--- src/rtl/adc_uart_sequencer_pkg.sv ---
// Shared constants for the ADC-to-UART sequencer.
//   state_t   : FSM state encoding (3 bits)
//   ASCII_CR  : frame terminator byte
//   FRAME_LEN : bytes per frame (two hex digits + CR)
package adc_uart_sequencer_pkg;

  typedef enum logic [2:0] {
    ST_IDLE         = 3'd0,
    ST_SPI_REQ      = 3'd1,
    ST_SPI_WAIT     = 3'd2,
    ST_TX_LOAD      = 3'd3,
    ST_TX_WAIT_BUSY = 3'd4,
    ST_TX_WAIT_IDLE = 3'd5
  } state_t;

  localparam logic [7:0] ASCII_CR  = 8'h0D;
  localparam int         FRAME_LEN = 3;

endpackage

--- src/rtl/adc_uart_sequencer_trig_gen.sv ---
// Trigger source for the sequencer: synchronizes the manual push button,
// detects its falling edge and runs the periodic auto-trigger counter.
// Ports:
//   clk, n_rst : clock, asynchronous active-low reset
//   n_start    : active-low push button, asynchronous to clk
//   auto_en    : enables the period counter (cleared while low)
//   trig       : one-cycle trigger (manual edge OR auto tick)
module adc_uart_sequencer_trig_gen #(
  parameter int unsigned           PERIOD_BIT = 16,
  parameter logic [PERIOD_BIT-1:0] PERIOD     = 16'd49999
) (
  input  logic clk,
  input  logic n_rst,
  input  logic n_start,
  input  logic auto_en,
  output logic trig
);

  logic                  n_start_p0;
  logic                  n_start_p1;
  logic                  n_start_p2;
  logic                  man_trig;
  logic [PERIOD_BIT-1:0] period_cnt;
  logic                  auto_tick;

  // Stage p0/p1: metastability synchronizer; p2 holds the previous
  // synchronized level; man_trig registers the falling edge.
  always_ff @(posedge clk or negedge n_rst) begin
    if (!n_rst) begin
      n_start_p0 <= 1'b1;
      n_start_p1 <= 1'b1;
      n_start_p2 <= 1'b1;
      man_trig   <= 1'b0;
    end else begin
      n_start_p0 <= n_start;
      n_start_p1 <= n_start_p0;
      n_start_p2 <= n_start_p1;
      man_trig   <= n_start_p2 & ~n_start_p1;
    end
  end

  // Period counter free-runs regardless of sequencer activity.
  always_ff @(posedge clk or negedge n_rst) begin
    if (!n_rst) begin
      period_cnt <= '0;
    end else if (!auto_en) begin
      period_cnt <= '0;
    end else if (period_cnt == PERIOD) begin
      period_cnt <= '0;
    end else begin
      period_cnt <= period_cnt + PERIOD_BIT'(1);
    end
  end

  // The tick is decoded from the counter register so the sequencer can
  // react on the very next edge.
  assign auto_tick = auto_en && (period_cnt == PERIOD);
  assign trig      = man_trig | auto_tick;

endmodule

--- src/rtl/adc_uart_sequencer.sv ---
// Sequencer between an SPI ADC master and a UART transmitter. Each trigger
// performs one 8-bit acquisition and sends it as "HH\r" over the UART.
// Ports:
//   clk, n_rst          : clock, asynchronous active-low reset
//   n_start, auto_en    : manual trigger button, periodic trigger enable
//   spi_start/spi_done  : SPI master handshake, spi_data valid with spi_done
//   tx_start/tx_data    : UART load pulse and byte (held until tx_busy falls)
//   tx_busy             : UART frame in flight
//   busy                : sequencer not idle
//   sample              : last captured sample
//   overrun, spi_err    : sticky error flags (cleared by reset only)
module adc_uart_sequencer
  import adc_uart_sequencer_pkg::*;
#(
  parameter int unsigned           PERIOD_BIT = 16,
  parameter logic [PERIOD_BIT-1:0] PERIOD     = 16'd49999,
  parameter int unsigned           SPI_TO_BIT = 8,
  parameter logic [SPI_TO_BIT-1:0] SPI_TO     = 8'd255
) (
  input  logic       clk,
  input  logic       n_rst,
  input  logic       n_start,
  input  logic       auto_en,
  output logic       spi_start,
  input  logic       spi_done,
  input  logic [7:0] spi_data,
  output logic       tx_start,
  output logic [7:0] tx_data,
  input  logic       tx_busy,
  output logic       busy,
  output logic [7:0] sample,
  output logic       overrun,
  output logic       spi_err
);

  localparam logic [1:0]            LAST_IDX = 2'(FRAME_LEN - 1);
  // spi_done is still accepted in the cycle SPI_TO after spi_start; the
  // counter holds SPI_TO-1 in that cycle.
  localparam logic [SPI_TO_BIT-1:0] TO_LAST  = SPI_TO - SPI_TO_BIT'(1);

  function automatic logic [7:0] hex_ascii(input logic [3:0] nib);
    if (nib < 4'd10) return 8'h30 + {4'h0, nib};
    return 8'h37 + {4'h0, nib};
  endfunction

  function automatic logic [7:0] frame_byte(input logic [7:0] smp, input logic [1:0] sel);
    case (sel)
      2'd0:    return hex_ascii(smp[7:4]);
      2'd1:    return hex_ascii(smp[3:0]);
      default: return ASCII_CR;
    endcase
  endfunction

  state_t                state, state_nxt;
  logic [SPI_TO_BIT-1:0] to_cnt, to_cnt_nxt;
  logic [1:0]            idx, idx_nxt;
  logic [7:0]            sample_nxt;
  logic [7:0]            tx_data_nxt;
  logic                  tx_start_nxt;
  logic                  spi_err_nxt;
  logic                  overrun_nxt;
  logic                  trig;

  adc_uart_sequencer_trig_gen #(
    .PERIOD_BIT (PERIOD_BIT),
    .PERIOD     (PERIOD)
  ) trig_gen (
    .clk     (clk),
    .n_rst   (n_rst),
    .n_start (n_start),
    .auto_en (auto_en),
    .trig    (trig)
  );

  always_comb begin
    state_nxt   = state;
    to_cnt_nxt  = to_cnt;
    idx_nxt     = idx;
    sample_nxt  = sample;
    spi_err_nxt = spi_err;
    overrun_nxt = overrun | (trig && (state != ST_IDLE));
    case (state)
      ST_IDLE: begin
        if (trig) state_nxt = ST_SPI_REQ;
      end
      ST_SPI_REQ: begin
        to_cnt_nxt = '0;
        state_nxt  = ST_SPI_WAIT;
      end
      ST_SPI_WAIT: begin
        if (spi_done) begin
          sample_nxt = spi_data;
          idx_nxt    = 2'd0;
          state_nxt  = ST_TX_LOAD;
        end else if (to_cnt == TO_LAST) begin
          spi_err_nxt = 1'b1;
          state_nxt   = ST_IDLE;
        end else begin
          to_cnt_nxt = to_cnt + SPI_TO_BIT'(1);
        end
      end
      ST_TX_LOAD: begin
        // tx_start is registered one edge ahead, so leaving TX_LOAD keys
        // off the pulse itself rather than a fresh look at tx_busy.
        if (tx_start) state_nxt = ST_TX_WAIT_BUSY;
      end
      ST_TX_WAIT_BUSY: begin
        if (tx_busy) state_nxt = ST_TX_WAIT_IDLE;
      end
      ST_TX_WAIT_IDLE: begin
        if (!tx_busy) begin
          if (idx == LAST_IDX) begin
            state_nxt = ST_IDLE;
          end else begin
            idx_nxt   = idx + 2'd1;
            state_nxt = ST_TX_LOAD;
          end
        end
      end
      default: state_nxt = ST_IDLE;
    endcase

    // Pulse lands in the first TX_LOAD cycle whenever the UART is free.
    tx_start_nxt = (state_nxt == ST_TX_LOAD) && !tx_busy;
    tx_data_nxt  = tx_start_nxt ? frame_byte(sample_nxt, idx_nxt) : tx_data;
  end

  // State and output register stage.
  always_ff @(posedge clk or negedge n_rst) begin
    if (!n_rst) begin
      state     <= ST_IDLE;
      to_cnt    <= '0;
      idx       <= 2'd0;
      sample    <= 8'h00;
      spi_err   <= 1'b0;
      overrun   <= 1'b0;
      spi_start <= 1'b0;
      tx_start  <= 1'b0;
      tx_data   <= 8'h00;
      busy      <= 1'b0;
    end else begin
      state     <= state_nxt;
      to_cnt    <= to_cnt_nxt;
      idx       <= idx_nxt;
      sample    <= sample_nxt;
      spi_err   <= spi_err_nxt;
      overrun   <= overrun_nxt;
      spi_start <= (state_nxt == ST_SPI_REQ);
      tx_start  <= tx_start_nxt;
      tx_data   <= tx_data_nxt;
      busy      <= (state_nxt != ST_IDLE);
    end
  end

endmodule

--- config.mk ---
export PLATFORM = sky130hd
export DESIGN_NAME = adc_uart_sequencer
export DESIGN_NICKNAME = d
export VERILOG_FILES = /design/src/rtl/adc_uart_sequencer_pkg.sv /design/src/rtl/adc_uart_sequencer_trig_gen.sv /design/src/rtl/adc_uart_sequencer.sv
export SDC_FILE = /design/constraint.sdc
export NUM_CORES = 1
export LEC_CHECK = 0
export CORE_AREA = 2 2 87 89
export CTS_CLUSTER_DIAMETER = 150
export CTS_CLUSTER_SIZE = 20
export DETAILED_ROUTE_END_ITERATION = 6
export DIE_AREA = 0 0 89 91
export GPL_TIMING_DRIVEN = 1
export PLACE_DENSITY_LB_ADDON = 0.25
export SYNTH_ARGS = -nofsm -noshare
export SYNTH_HDL_FRONTEND = slang
export SYNTH_SLANG_ARGS = --single-unit
--- constraint.sdc ---
create_clock -name clk -period 3.04 [get_ports clk]
set_input_delay 0.608 -clock clk [delete_from_list [all_inputs] [get_ports clk]]
set_output_delay 0.608 -clock clk [all_outputs]
set_load 0.01 [all_outputs]
# Word level (Yosys, flattened, before mapping)
# Cells that the tools add are included.
op_classes:
  addsub: 7
  order_cmp: 2
  eq_ne: 13
  mux: 28
  bitwise_logic: 5
  reduce_logical: 11
ops:
  columns: ["operator", "count"]
  rows:
  - ["$mux W8", 8]
  - ["$mux W16", 2]
  - ["$pmux W8 S2", 2]
  - ["$add A6 B4 Y7 const A", 4]
  - ["$mux W3", 6]
  - ["$pmux W3 S6", 1]
  - ["$add A16 B1 Y16 const B", 1]
  - ["$eq A16 B16 Y1 const B", 1]
  - ["$eq A3 B2 Y1 const B", 3]
  - ["$add A8 B1 Y8 const B", 1]
  - ["$eq A8 B8 Y1 const B", 1]
  - ["$lt A4 B4 Y1 const B", 2]
  - ["$mux W2", 4]
  - ["$eq A3 B1 Y1 const B", 2]
  - ["$eq A3 B3 Y1 const B", 2]
  - ["$reduce_and A3 Y1", 2]
  - ["$reduce_bool A3 Y1", 2]
  - ["$mux W1", 4]
  - ["$ne A2 B2 Y1 const B", 2]
  - ["$pmux W2 S2", 1]
  - ["$logic_and A1 B1 Y1", 3]
  - ["$logic_not A3 Y1", 1]
  - ["$add A2 B1 Y2 const B", 1]
  - ["$eq A2 B1 Y1 const B", 1]
  - ["other kinds (7)", 9]
totals:
  register_bits: 54
  inputBits: 14
  out_inout_bits: 21
  elab_cells: 81

# Logic depth before layout (Yosys ltp)
depth:
  ltp_word: 8
  depth_mapped: 10
  mapped_depth_nobuf: 8

# Modules after synthesis
# Synthesis repeated with hierarchy kept, for this count alone.
hier_totals:
  cells_unflattened: 276
  area_unflattened_um2: 2931.6
by_module_without_submodules:
  columns: ["module", "instances", "cells_each", "area_each_um2", "seq_area_each_um2"]
  rows:
  - ["adc_uart_sequencer", 1, 189, 1921.8, 825.8]
  - ["adc_uart_sequencer_trig_gen", 1, 87, 1009.7, 504.2]

# Worst setup path before layout
# No wires, ideal clock.
synth_path:
  path_kind: "input port to flip-flop"
  startpoint: "input port spi_done"
  endpoint: "register tx_data[2]"
  setup_ns: 0.144
  arrival_time_ns: 2.317
  required_time_ns: 2.896
  path_slack_ns: 0.579
  stages: 10
  path_cell_list: "nor4bb_1 > clkbuf_1 > buf_2 > mux2i_1 > ha_1 > o211ai_1 > mux2i_1 > xnor2_1 > o22ai_1 > mux2i_1"
synth_via:
  elab_chain_cells: 7
synth_lines:
  columns: ["item", "line_no", "text"]
  rows:
  - ["from (decl)", "adc_uart_sequencer.sv:25", "input logic spi_done,"]
  - ["$mux W8", "adc_uart_sequencer.sv:91", "if (spi_done) begin"]
  - ["$mux W8", "adc_uart_sequencer.sv:82", "case (state)"]
  - ["$lt A4 B4 Y1", "adc_uart_sequencer.sv:42", "if (nib < 4'd10) return 8'h30 + {4'h0, nib};"]
  - ["$mux W1", "adc_uart_sequencer.sv:42", null]
  - ["$mux W1", "adc_uart_sequencer.sv:47", "case (sel)"]
  - ["$mux W8", "adc_uart_sequencer.sv:43", "return 8'h37 + {4'h0, nib};"]
  - ["$pmux W8 S2", "adc_uart_sequencer.sv:47", null]
  - ["to (signal assigned)", "adc_uart_sequencer.sv:150", "tx_data <= tx_data_nxt;"]
  - ["to (decl)", "adc_uart_sequencer.sv:28", "output logic [7:0] tx_data,"]
# Several ways; a longest one is shown, not always the timed one. The select of a mux whose other input is x is not followed.
# A chain may end at the register's enable or synchronous reset.

# Worst setup path after layout
layout_path:
  startpoint: "input port spi_done"
  endpoint: "register tx_data[4]"
# The elaborated chain is that of the path after synthesis.

==> summary.txt <==
Logic synthesis
  – Register area share after synthesis: 0.480
  – Average size of a mapped cell: 10.4 µm²
  – Seq cells post-synth: 53
  – Top FF cell, synth: dfrtp_1
  – Yosys warnings: 0
  – Number of synthesized flops with an enable pin: 0
  – Synth Net Count: between 200 and 300
  – Post-synth cell types: 56
  – Top cell type's share of synthesized area: 0.451
  – Post-synthesis cell area: 0.00277 mm²
  – Synth area leader: dfrtp_1
  – Asr flop ratio synth: 1.00
  – Gate Count Post-Synth: 267
  – Area contributors post-synth: dfrtp_1, mux2i_1, xor2_1

Detailed routing
  – Routed len/inst: approximately 14 µm
  – Post-Route M1 WL: between 2000 and 3000 µm
  – DRC: 0
  – Final WL: around 5700 µm
  – Drt pass-1 iters: 4
  – DR top layer: met4
  – Initial DRC count: between 90 and 100
  – Met2 wire len: about 2500 µm
  – DR vias/cell: 5.07
  – Wire length on met3: a little over 200 µm
  – Antenna Nets Post-Route: 0
  – Via count: just over 2000

Floorplanning
  – FP Rows: 31
  – DIE HEIGHT: roughly 91 µm
  – Die area: roughly 0.008 mm²
  – I/O pin total: 35
  – Die width: 89 µm
  – Initial Util: 0.388
  – Core box area: 0.00714 mm²

Clock network
  – Skew-Pair Late Insertion Delay: between 300 and 400 ps
  – CTS max path bufs: 2
  – CTS buffer count: 5
  – CTS tree: done
  – Num Clock Sinks: 53
  – Post-CTS Hold Buffers: 0
  – H-tree Lvls: 2
  – Worst-path clk slew: 90 ps
  – Total setup buffers inserted after CTS: 0
  – Post-CTS Resized: 0
  – Root buf cell: clkbuf_8

Finish
  – Commonest non-fill, non-tap cells in the layout: dfrtp_1, clkdlybuf4s50_1, nor2_1
  – Area grow syn2layout: 21.2%
  – Most common cell after layout, fill and taps aside: dfrtp_1
  – Share of post-route cells with drive strength above 1: 0.110
  – Ant. Diodes: 0
  – Final net count: ~330

Critical path
  – Critical Path AT: ~2800 ps
  – Critical path type: input port to register
  – Worst EP required: around 3200 ps
  – Worst path top cell family by delay: multiplexers
  – Bufs and invs on worst path: 1
  – Largest stage delay, worst path: 540 ps
  – Startpoint class of the critical path: input port
  – CP Cell Sequence: clkdlybuf4s50_1, nand4bb_1, mux2i_1, a21boi_0, o22ai_1, mux2_2
  – Crit end category: register
  – Critical Path Slowest Stage Cell: clkdlybuf4s50_1
  – Crit-path max FO: 5

Power and ir drop
  – Worst vdd ir: slightly below 0.0004 V
  – Lkg Pwr: roughly 0.0014 µW
  – Pwr per Cell Area: just over 800 mW/mm²

STA
  – Max Transition Viols Final: 0
  – Final setup viols: 0
  – Final hold violation count: 0
  – Fin Hold WS: about 300 ps
  – RSZ-0062 raised after global routing: false
  – Worst Skew: about 6.4 ps
  – Final setup TNS: 0 ps
  – Least-Margin Pin Slew: 591 ps
  – Max Freq: 389 MHz
  – Final period util: 0.846
  – Minimum clock period: approximately 2600 ps
  – Slew HR: 0.606

Placed design
  – HPWL after DPL: between 4000 and 5000 µm
  – PortBufs: 33
  – Gp weighted congestion: 0.819

Global routing
  – Vias in the first global route: slightly above 2000
  – Initial antenna violation count: 0
  – First-pass GRT wire length: ~10000 µm
  – Largest net degree at the start of global routing: 26
  – Total grt overflow: 0
  – Overall Global Routing Usage: 0.155

Worst hold path
  – Worst Hold Class: input port to async pin

Job
  – Max Cap Violations: 0

Outcome
  – Status: completed
==> worst paths after layout <==
check                                              start                             to  slack (ps)  cells after the start
min in group clk           trig_gen.n_start_p0$_DFF_PN1_  trig_gen.n_start_p1$_DFF_PN1_         360                      0
max in group asynchronous                          n_rst  trig_gen.n_start_p1$_DFF_PN1_        2010                      2
setup / recovery                                spi_done         tx_data[4]$_DFFE_PN0P_         470                      6
setup reg to reg                      state[2]$_DFF_PN0_         tx_data[5]$_DFFE_PN0P_         570                      6
hold / removal                                     n_rst               idx[0]$_DFF_PN0_         300                      1
hold reg to reg            trig_gen.n_start_p0$_DFF_PN1_  trig_gen.n_start_p1$_DFF_PN1_         360                      0
==> metrics by stage <==
step                      cells  total power [µW]   util  worst slack [ps]  instance area (µm²)
after floorplan             267              1820      -               579                 2770
after global placement      399              2340  0.459               221                 3280
after detailed placement    399              2340  0.459               160                 3280
after CTS                   407              2740  0.471               489                 3360
after global routing        407              2920  0.471               311                 3360
final                       407              2710  0.471               467                 3360
==> flip-flops by register name (all words and copies together), names as in the netlist <==
register	count
busy	1
idx	2
overrun	1
sample	8
spi_err	1
spi_start	1
state	3
to_cnt	8
trig_gen.man_trig	1
trig_gen.n_start_p0	1
trig_gen.n_start_p1	1
trig_gen.n_start_p2	1
trig_gen.period_cnt	16
tx_data	7
tx_start	1
==> area by class of cell <==
cell class                 count  area, µm²
clock inverter                 2       10.0
tap                           99        124
clock buffer                   6       72.6
fill                         687       3780
multi-input combinational    187       1350
timing repair buffer          42        405
inverter                      18       67.6
sequential                    53       1330
==> metal layers <==
metal  up-vias  global-route usage
met5         -                   0
met4         0              0.0410
met3         6              0.0409
met2        35               0.233
met1       994               0.220
li1       1027                   -
==> Yosys cell counts (all sizes together), types with 2 or more instances <==
| cell | n |
|---|---|
| and3 | 5 |
| and2 | 2 |
| nor2 | 23 |
| nor4bb | 3 |
| nor2b | 3 |
| xor2 | 13 |
| o31ai | 2 |
| o22ai | 2 |
| nand4 | 2 |
| a21oi | 5 |
| or3 | 3 |
| nand3 | 13 |
| nor3 | 4 |
| nand2 | 16 |
| a211oi | 4 |
| buf | 4 |
| dfstp | 3 |
| nand2b | 2 |
| xnor2 | 9 |
| or4 | 2 |
| mux2i | 14 |
| and4 | 2 |
| ha | 7 |
| clkbuf | 5 |
| inv | 18 |
| o21ai | 12 |
| or2 | 2 |
| a2111oi | 2 |
| mux2 | 7 |
| nand3b | 3 |
| dfrtp | 50 |
| o211ai | 7 |
==> cells by family after synthesis <==
| group | after synthesis | synth area share |
|---|---|---|
| fa+ha+maj | 7 | 0.0316 |
| flops | 53 | 0.480 |
| simple gates | 89 | 0.175 |
| xor+xnor | 22 | 0.0695 |
| other cells | 1 | 0.00135 |
| buf+inv | 27 | 0.0388 |
| mux | 21 | 0.0790 |
| compound gates | 47 | 0.125 |
==> worst register-to-register path, cell delays in order (launching register included) <==
cell and delay (ps):
dfrtp_1 550, or3b_4 500, a41o_1 260, and3_4 190
a2111oi_4 300, buf_4 220, mux2_2 350
==> where the power goes <==
group	leakage [µW]	total (µW)	internal, µW	switching [µW]
combinational	0.000720	1300	678	620
sequential	0.000671	1030	859	171
clock	0.0000450	382	160	222
total	0.00144	2710	1700	1010
No activity file was read; power rests on OpenSTA's default activity.
